**src/rtl/neuron_pkg.sv**
```systemverilog
// neuron_pkg: shared state encoding, datapath width and saturation limits
// for the neuron_sched integrate-and-fire scheduler.
// The LEARN state exists only when STDP_LEARN_EN is defined.
package neuron_pkg;

    localparam int W = 8;

    localparam logic [W-1:0] SAT_MIN = 8'd0;
    localparam logic [W-1:0] SAT_MAX = 8'd255;

    typedef enum logic [2:0] {
        IDLE,
        LEAK,
        ACCUM,
        FIRE
`ifdef STDP_LEARN_EN
        , LEARN
`endif
    } state_t;

endpackage

```
**src/rtl/sat_step.sv**
```systemverilog
// sat_step: 8-bit saturating add (sub=0) or subtract (sub=1).
// Shared by potential accumulation and the STDP weight update.
module sat_step
    import neuron_pkg::*;
(
    input  logic [W-1:0] a,
    input  logic [W-1:0] b,
    input  logic         sub,
    output logic [W-1:0] y
);

    logic [W:0] sum;

    // Clamp to SAT_MAX on carry-out and to SAT_MIN on borrow
    always_comb begin
        sum = {1'b0, a} + {1'b0, b};
        if (sub)
            y = (a < b) ? SAT_MIN : a - b;
        else
            y = sum[W] ? SAT_MAX : sum[W-1:0];
    end

endmodule

```
**src/rtl/neuron_sched.sv**
```systemverilog
// neuron_sched: one leaky integrate-and-fire neuron with N_IN synapses.
// A tick runs LEAK -> ACCUM (one synapse per cycle) -> FIRE and, when
// STDP_LEARN_EN is defined and the step fired with learn set, a LEARN
// pass that nudges each weight toward the latched input pattern.
module neuron_sched
    import neuron_pkg::*;
#(
    parameter int           N_IN        = 8,
    parameter logic [W-1:0] THRESH      = 8'd128,
    parameter int           LEAK_SHIFT  = 2,
    parameter logic [W-1:0] WEIGHT_INIT = 8'd16
) (
    input  logic            clk,
    input  logic            reset,
    input  logic            tick_in,
    input  logic [N_IN-1:0] inputs,
    input  logic            learn,
    input  logic            w_we,
    input  logic [2:0]      w_addr,
    input  logic [W-1:0]    w_data,
    output logic            busy,
    output logic            spike_out,
    output logic            done,
    output logic [W-1:0]    potential,
    output logic            overrun
);

    localparam int            IW   = (N_IN > 1) ? $clog2(N_IN) : 1;
    localparam logic [IW-1:0] LAST = IW'(N_IN - 1);

    state_t                   state, state_nx;
    logic [IW-1:0]            idx;
    logic [N_IN-1:0]          in_q;
    logic [N_IN-1:0][W-1:0]   weight;
    logic [W-1:0]             pot;
    logic [W-1:0]             acc_sum;
    logic                     fire;

    assign fire      = (pot >= THRESH);
    assign busy      = (state != IDLE);
    assign potential = pot;

    sat_step u_acc (.a(pot), .b(weight[idx]), .sub(1'b0), .y(acc_sum));

`ifdef STDP_LEARN_EN
    logic         learn_q;
    logic [W-1:0] w_nx;

    // Potentiate active synapses, depress silent ones
    sat_step u_lrn (.a(weight[idx]), .b(W'(1)), .sub(~in_q[idx]), .y(w_nx));
`else
    logic unused_learn;
    assign unused_learn = learn;
`endif

    // State register
    always_ff @(posedge clk or negedge reset) begin
        if (!reset) state <= IDLE;
        else        state <= state_nx;
    end

    // Next-state decode
    always_comb begin
        state_nx = state;
        case (state)
            IDLE:  if (tick_in) state_nx = LEAK;
            LEAK:  state_nx = ACCUM;
            ACCUM: if (idx == LAST) state_nx = FIRE;
`ifdef STDP_LEARN_EN
            FIRE:  state_nx = (fire && learn_q) ? LEARN : IDLE;
            LEARN: if (idx == LAST) state_nx = IDLE;
`else
            FIRE:  state_nx = IDLE;
`endif
            default: state_nx = IDLE;
        endcase
    end

    // Datapath: latches, potential, weights, pulses and sticky overrun
    always_ff @(posedge clk or negedge reset) begin
        if (!reset) begin
            pot       <= '0;
            idx       <= '0;
            in_q      <= '0;
            spike_out <= 1'b0;
            done      <= 1'b0;
            overrun   <= 1'b0;
            for (int i = 0; i < N_IN; i++) weight[i] <= WEIGHT_INIT;
`ifdef STDP_LEARN_EN
            learn_q   <= 1'b0;
`endif
        end else begin
            spike_out <= 1'b0;
            done      <= 1'b0;
            if (tick_in && state != IDLE) overrun <= 1'b1;
            case (state)
                IDLE: begin
                    // A write coinciding with tick lands before ACCUM reads it
                    if (w_we && int'(w_addr) < N_IN) weight[w_addr] <= w_data;
                    if (tick_in) begin
                        in_q <= inputs;
                        idx  <= '0;
`ifdef STDP_LEARN_EN
                        learn_q <= learn;
`endif
                    end
                end
                LEAK: pot <= pot - (pot >> LEAK_SHIFT);
                ACCUM: begin
                    if (in_q[idx]) pot <= acc_sum;
                    idx <= (idx == LAST) ? '0 : idx + 1'b1;
                end
                FIRE: begin
                    if (fire) begin
                        pot       <= '0;
                        spike_out <= 1'b1;
                    end
`ifdef STDP_LEARN_EN
                    if (!(fire && learn_q)) done <= 1'b1;
`else
                    done <= 1'b1;
`endif
                end
`ifdef STDP_LEARN_EN
                LEARN: begin
                    weight[idx] <= w_nx;
                    idx <= (idx == LAST) ? '0 : idx + 1'b1;
                    if (idx == LAST) done <= 1'b1;
                end
`endif
                default: ;
            endcase
        end
    end

endmodule

```
**config.mk**
```make
export PLATFORM = sky130hd
export DESIGN_NAME = neuron_sched
export DESIGN_NICKNAME = d
export VERILOG_FILES = /design/src/rtl/neuron_pkg.sv /design/src/rtl/sat_step.sv /design/src/rtl/neuron_sched.sv
export SDC_FILE = /design/constraint.sdc
export NUM_CORES = 1
export LEC_CHECK = 0
export CORE_ASPECT_RATIO = 1.75
export CORE_MARGIN = 4
export CORE_UTILIZATION = 52
export CTS_BUF_LIST = sky130_fd_sc_hd__clkbuf_16
export CTS_CLUSTER_SIZE = 30
export DETAILED_ROUTE_END_ITERATION = 10
export PLACE_DENSITY_LB_ADDON = 0.15
export RECOVER_POWER = 100
export SETUP_SLACK_MARGIN = 0.4
export SYNTH_ARGS = -nofsm -noshare
export SYNTH_HDL_FRONTEND = slang
export SYNTH_SLANG_ARGS = --single-unit
```
**constraint.sdc**
```tcl
create_clock -name clk -period 9.1 [get_ports clk]
set_clock_uncertainty 0.15 [all_clocks]
set_input_delay 0.91 -clock clk [delete_from_list [all_inputs] [get_ports clk]]
set_output_delay 0.91 -clock clk [all_outputs]
set_load 0.005 [all_outputs]
```
==> flow_summary_export.csv, run 1 <==
group,metric,value,unit
setup_path,critPathMaxStageDelay,3.21,ns
setup_path,cp-start-kind,"primary input",
hold_path,hold_start,"overrun",
finish,final_common_cell,"mux2_2",
synth,ys_warn_count,0,
cts,ctsResizeCount,0,
global_route,gr-total-overflow,0,
setup_path,ff2ff_setup_slack,4.98,ns
finish,layout-drive-gt1-share,32.4,%
cts,cts_buffers,9,
finish,final_cell_mix,"mux2_2, dfrtp_1, ha_1",
setup_path,crit_type,"primary input to asynchronous set/reset pin",
placed_design,place_ws,5.09,ns
cts,clockBufferDepth,2,
route,ant_nets,0,
synth,yosys_most_used_dff,"dfrtp_1",
timing,tightest_slew,4.68,ns
route,first_pass_iters,4,
pwr,p_per_area,407,nW/um^2
setup_path,r2r_cells,10,
timing,rsz0062_at_grt,"no",
finish,area_growth,14.7,%
setup_path,critPathBufInv,1,
global_route,grt_first_pass_wirelength,15.4,mm
pwr,irDropWorstVdd,0.165,mV
die,die_area,10600,sq um
hold_path,min_path_type,"flip-flop to flip-flop",
synth,async_flop_share,100,%
die,die_y,133,microns
hold_path,holdPathStages,1,
timing,holdWs,0.315,ns
global_route,met3_usage,3.79,%
timing,hold_violations,0,
timing,period_needed,5.04,ns
route,vias,2900,
die,ios,36,
placed_design,gp_congestion,0.788,
job,cap_viol_max_count,1,
synth,syn_inst,345,
setup_path,worst_setup_path_end_kind,"asynchronous set/reset pin",
timing,slew_violations,89,
pwr,clkPwrFrac,15.0,%
pwr,internal_power,1390,uW
cts,cts-root-buf,"clkbuf_16",
route,drt_iter0_markers,112,
setup_path,path_max_fanout,88,
cts,path_clk_slew,0.06,ns
route,vias_per_cell,5.77,
outcome,status,"finished, violations left",
cts,cts_tree,"built",
route,routed_wl,9.24,mm
die,num_rows,45,
global_route,grt_max_degree,89,
pwr,power.switching,787,uW
finish,antennaDiodeCount,0,
pwr,p_leak,0.00227,uW
setup_path,path_delay_family,"buffers and inverters",
setup_path,r2r_end,"potential[1]",
timing,post-route-period-util,55.4,%
setup_path,cpMaxStageDelayCell,"clkbuf_1",
synth,syn-num-nets,391,
pwr,power.total,2180,uW
pwr,p_seq_share,33.6,%
pwr,p_sw_share,36.2,%
cts,ctsHoldBuffers,0,
route,wire_per_inst,18.4,microns
pwr,combPwrFrac,51.4,%
synth,synth_edf_count,0,
setup_path,cp.required,8.28,ns
global_route,use_met2,34.3,%
placed_design,portBuffers,34,
synth,synth.avg_cell_area,13.5,sq um
finish,final_util,61.2,%
cts,cts_sinks,88,
cts,clk_latency,0.33,ns
route,drc,0,
global_route,grt-busiest-layer,"met2",
setup_path,path_cells,"clkbuf_1",
outcome,violations,"max-capacitance violations, max-slew violations",
global_route,grt_pass1_vias,3039,
finish,fillers,710,
setup_path,critical_path_arrival,4.22,ns
timing,fmaxAchievable,198,MHz
die,initial_core_util,53.3,%
timing,worst_slack,4.06,ns
hold_path,hold_end,"overrun",
timing,setup_violations,0,
die,fp.dieW,79.5,microns
cts,cts_setup_buffers,0,
die,core_area,8730,sq um
synth,synth_cell_types,48,
synth,ys_seq_elements,88,
synth,synth_area,4650,sq um
cts,htreeDepth,3,
finish,fin_nets,427,
setup_path,rr_startpoint,"idx[1]",
placed_design,dp_hpwl,6.40,mm
global_route,antenna_found_initial,0,
synth,yosysSeqAreaShare,47.5,%
global_route,track_usage,19.0,%
timing,slew_headroom,-212,%
global_route,grt_util_met1,22.4,%
timing,setup_tns,0,ns
-- per-layer routing --
layer | share of wire, % | wire, microns
met5 | 0 | 0
met1 | 41 | 3820
met3 | 1.8 | 171
met2 | 56 | 5190
met4 | 0.72 | 67
-- synth_stat cells (5+ instances only) --
cell,instances,area (sq um)
o21ai_0,8,40.0
clkbuf_1,5,18.8
nand3_1,5,25.0
dfstp_2,8,210
nand2_1,11,41.3
mux4_2,18,405
ha_1,20,250
mux2_2,81,912
nor2_1,17,63.8
a31oi_1,5,31.3
a21oi_1,6,30.0
inv_1,14,52.6
dfrtp_1,80,2000
-- per-stage QoR --
step           std cells  area, sq um
2_1_floorplan        345         4650
5_1_grt              503         5340
4_1_cts              503         5350
3_5_place_dp         487         5090
6_report             503         5340
3_3_place_gp         487         5090
-- flip-flops by register name (all words and copies together), names as in the netlist --
signal and cells:
state 2, idx 3, done 1, overrun 1
potential 8, spike_out 1, weight 64, in_q 8
-- power by group through the flow --
stage | Combinational [uW] | Sequential, uW | Clock (uW)
finish | 1120 | 731 | 327
detailed placement | 1140 | 740 | 0
CTS | 1150 | 733 | 337
floorplan | 933 | 686 | 0
global route | 1260 | 759 | 354
global placement | 1110 | 729 | 0
-- logic make-up after synthesis --
group	count (synthesis)	synth area share, %
muxes	101	29.0
DFF	88	47.5
AOI/OAI and AO/OA	54	8.71
and+or+nand+nor	51	5.24
buffers and inverters	24	2.34
adders and majority gates	22	6.24
xor gates and xnor gates	5	0.941
-- layout make-up --
type | instances | area (sq um) | share of cell area (%)
Timing Repair Buffer | 35 | 342 | 6.40
Clock inverter | 7 | 33.8 | 0.633
Tap cell | 117 | 146 | 2.74
Clock buffer | 9 | 225 | 4.22
Multi-Input combinational cell | 233 | 2330 | 43.6
Sequential cell | 88 | 2210 | 41.4
Inverter | 14 | 52.6 | 0.984
-- worst max path at each step --
stage | startpoint | to | depth (start not counted)
6_report | reset | weight[31] | 1
5_1_grt | reset | spike_out | 1
4_1_cts | idx[1] | potential[1] | 10
3_5_place_dp | idx[1] | potential[0] | 10
3_3_place_gp | idx[1] | potential[1] | 10
2_1_floorplan | idx[0] | potential[7] | 12
No activity file was read; power rests on OpenSTA's default activity.
==> inputs of run 2 (changes only) <==
Clock period 9.1 ns to 4.2 ns, I/O delays scaled along.
==> run 2 against run 1 <==
Against the previous run:
- the flow still finishes with violations (max-capacitance violations, max-slew violations)
- wire length up 1.0%
- first-iteration DRC count down 36%
- cell count up 0.40%
- combinational power up 120%
- global-route usage up 0.21 points
- non-clock buffer count up 2
- setup slack worse by 3.6 ns
- die area unchanged
- clock-buffer cell count unchanged
- worst hold slack better by 0.016 ns
- critical path type is now flip-flop to flip-flop
- critical endpoint is now potential[7]
- largest cell class unchanged
- largest power group unchanged
- highest routed layer unchanged
==> flow_summary_export.csv, run 2 (synthesis results as in run 1) <==
group,metric,value,unit
outcome,status,"finished, violations left",
timing,worst_slack,0.463,ns
die,die_area,10600,sq um
finish,antennaDiodeCount,0,
cts,cts-root-buf,"clkbuf_16",
route,vias_per_cell,5.75,
route,routed_wl,9.34,mm
placed_design,gp_congestion,0.781,
cts,clockBufferDepth,2,
setup_path,worst_setup_path_end_kind,"flip-flop",
cts,clk_latency,0.34,ns
setup_path,crit_type,"flip-flop to flip-flop",
finish,largest_reg_flops,64,
timing,rsz0062_at_grt,"no",
timing,period_needed,3.74,ns
timing,slew_headroom,-45.1,%
route,ant_nets,0,
die,fp.dieW,79.5,microns
die,initial_core_util,53.3,%
route,first_pass_iters,4,
die,num_rows,45,
cts,path_clk_slew,0.06,ns
outcome,violations,"max-capacitance violations, max-slew violations",
cts,cts_buffers,9,
timing,setup_violations,0,
route,drc,0,
hold_path,hold_start,"overrun",
setup_path,rr_startpoint,"idx[1]",
die,core_area,8730,sq um
global_route,track_usage,19.2,%
pwr,irDropWorstVdd,0.388,mV
finish,area_growth,16.3,%
timing,hold_violations,0,
setup_path,startpoint,"idx[1]",
route,vias,2904,
global_route,grt_pass1_vias,3073,
finish,layout-drive-gt1-share,33.5,%
placed_design,portBuffers,34,
pwr,power.total,4860,uW
global_route,grt_max_degree,89,
finish,final_cell_mix,"mux2_2, dfrtp_1, clkdlybuf4s50_1",
global_route,grt_first_pass_wirelength,15.4,mm
pwr,p_per_area,897,nW/um^2
timing,post-route-period-util,89.0,%
timing,setup_tns,0,ns
finish,final_util,62.0,%
timing,holdWs,0.331,ns
placed_design,dp_hpwl,6.65,mm
finish,final_common_cell,"mux2_2",
setup_path,path_max_fanout,13,
finish,fin_nets,429,
global_route,gr-total-overflow,0,
setup_path,cp.required,4.25,ns
job,cap_viol_max_count,1,
global_route,antenna_found_initial,0,
pwr,p_leak,0.00230,uW
cts,cts_tree,"built",
cts,htreeDepth,3,
route,wire_per_inst,18.5,microns
timing,tightest_slew,2.18,ns
setup_path,cp-start-kind,"flip-flop",
cts,cts_sinks,88,
placed_design,place_ws,0.377,ns
route,drt_iter0_markers,72,
die,die_y,133,microns
die,ios,36,
timing,slew_violations,89,
hold_path,min_path_type,"flip-flop to flip-flop",
finish,regMostFlops,"weight",
setup_path,critical_path_arrival,3.79,ns
timing,fmaxAchievable,268,MHz
[run 2: cell type report]
type,count,area (sq um)
clock buffer,9,225
sequential,88,2210
inverter,14,52.6
clock inverter,7,87.6
multi-input combinational,233,2330
tap,117,146
timing repair buffer,37,358
fill,694,3320
[run 2: path summary, 6_finish.rpt]
| check | end | slack, ns | cells past startpoint |
|---|---|---|---|
| worst max register to register | potential[7] | 0.46 | 10 |
| worst min-delay path | overrun | 0.33 | 1 |
| worst max-delay path | potential[7] | 0.46 | 10 |
| max in group asynchronous | idx[0] | 1.90 | 1 |
| worst min register to register | overrun | 0.33 | 1 |
| min in group asynchronous | potential[1] | 0.53 | 1 |
[run 2: timing repair]
action                                  CTS  global route
setup buffers                             0             0
hold buffers                              0             0
endpoints found under the setup margin    4             6
resized for setup                         1             2
[run 2: metrics by stage]
step	std cells	cell area, sq um
global route	505	5410
finish	505	5410
floorplan	345	4650
CTS	505	5420
global placement	489	5100
detailed placement	489	5100
[run 2: power by group]
group	internal [uW]	leakage (uW)	switching [uW]	total (uW)
registers	1300	0.00107	287	1590
clock network	516	0.000152	325	841
logic	1320	0.00108	1110	2430
total	3140	0.00230	1720	4860
[run 2: worst max-delay path, stage by stage, from the launching register on]
cell and delay, ns:
dfrtp_1 0.80, mux4_2 0.40, mux2_2 0.28, ha_1 0.20
fa_1 0.40, a21o_1 0.24, a2111oi_2 0.34, mux2i_1 0.13
a211oi_1 0.32, a2bb2oi_1 0.21, o221ai_1 0.13
[run 2: per-layer routing]
metal	GRT usage (%)	routed length [microns]	up-vias
li1	-	-	1378
met1	22.3	3780	1488
met3	2.91	167	12
met4	7.46	169	0
met5	0	0	-
met2	34.9	5230	26
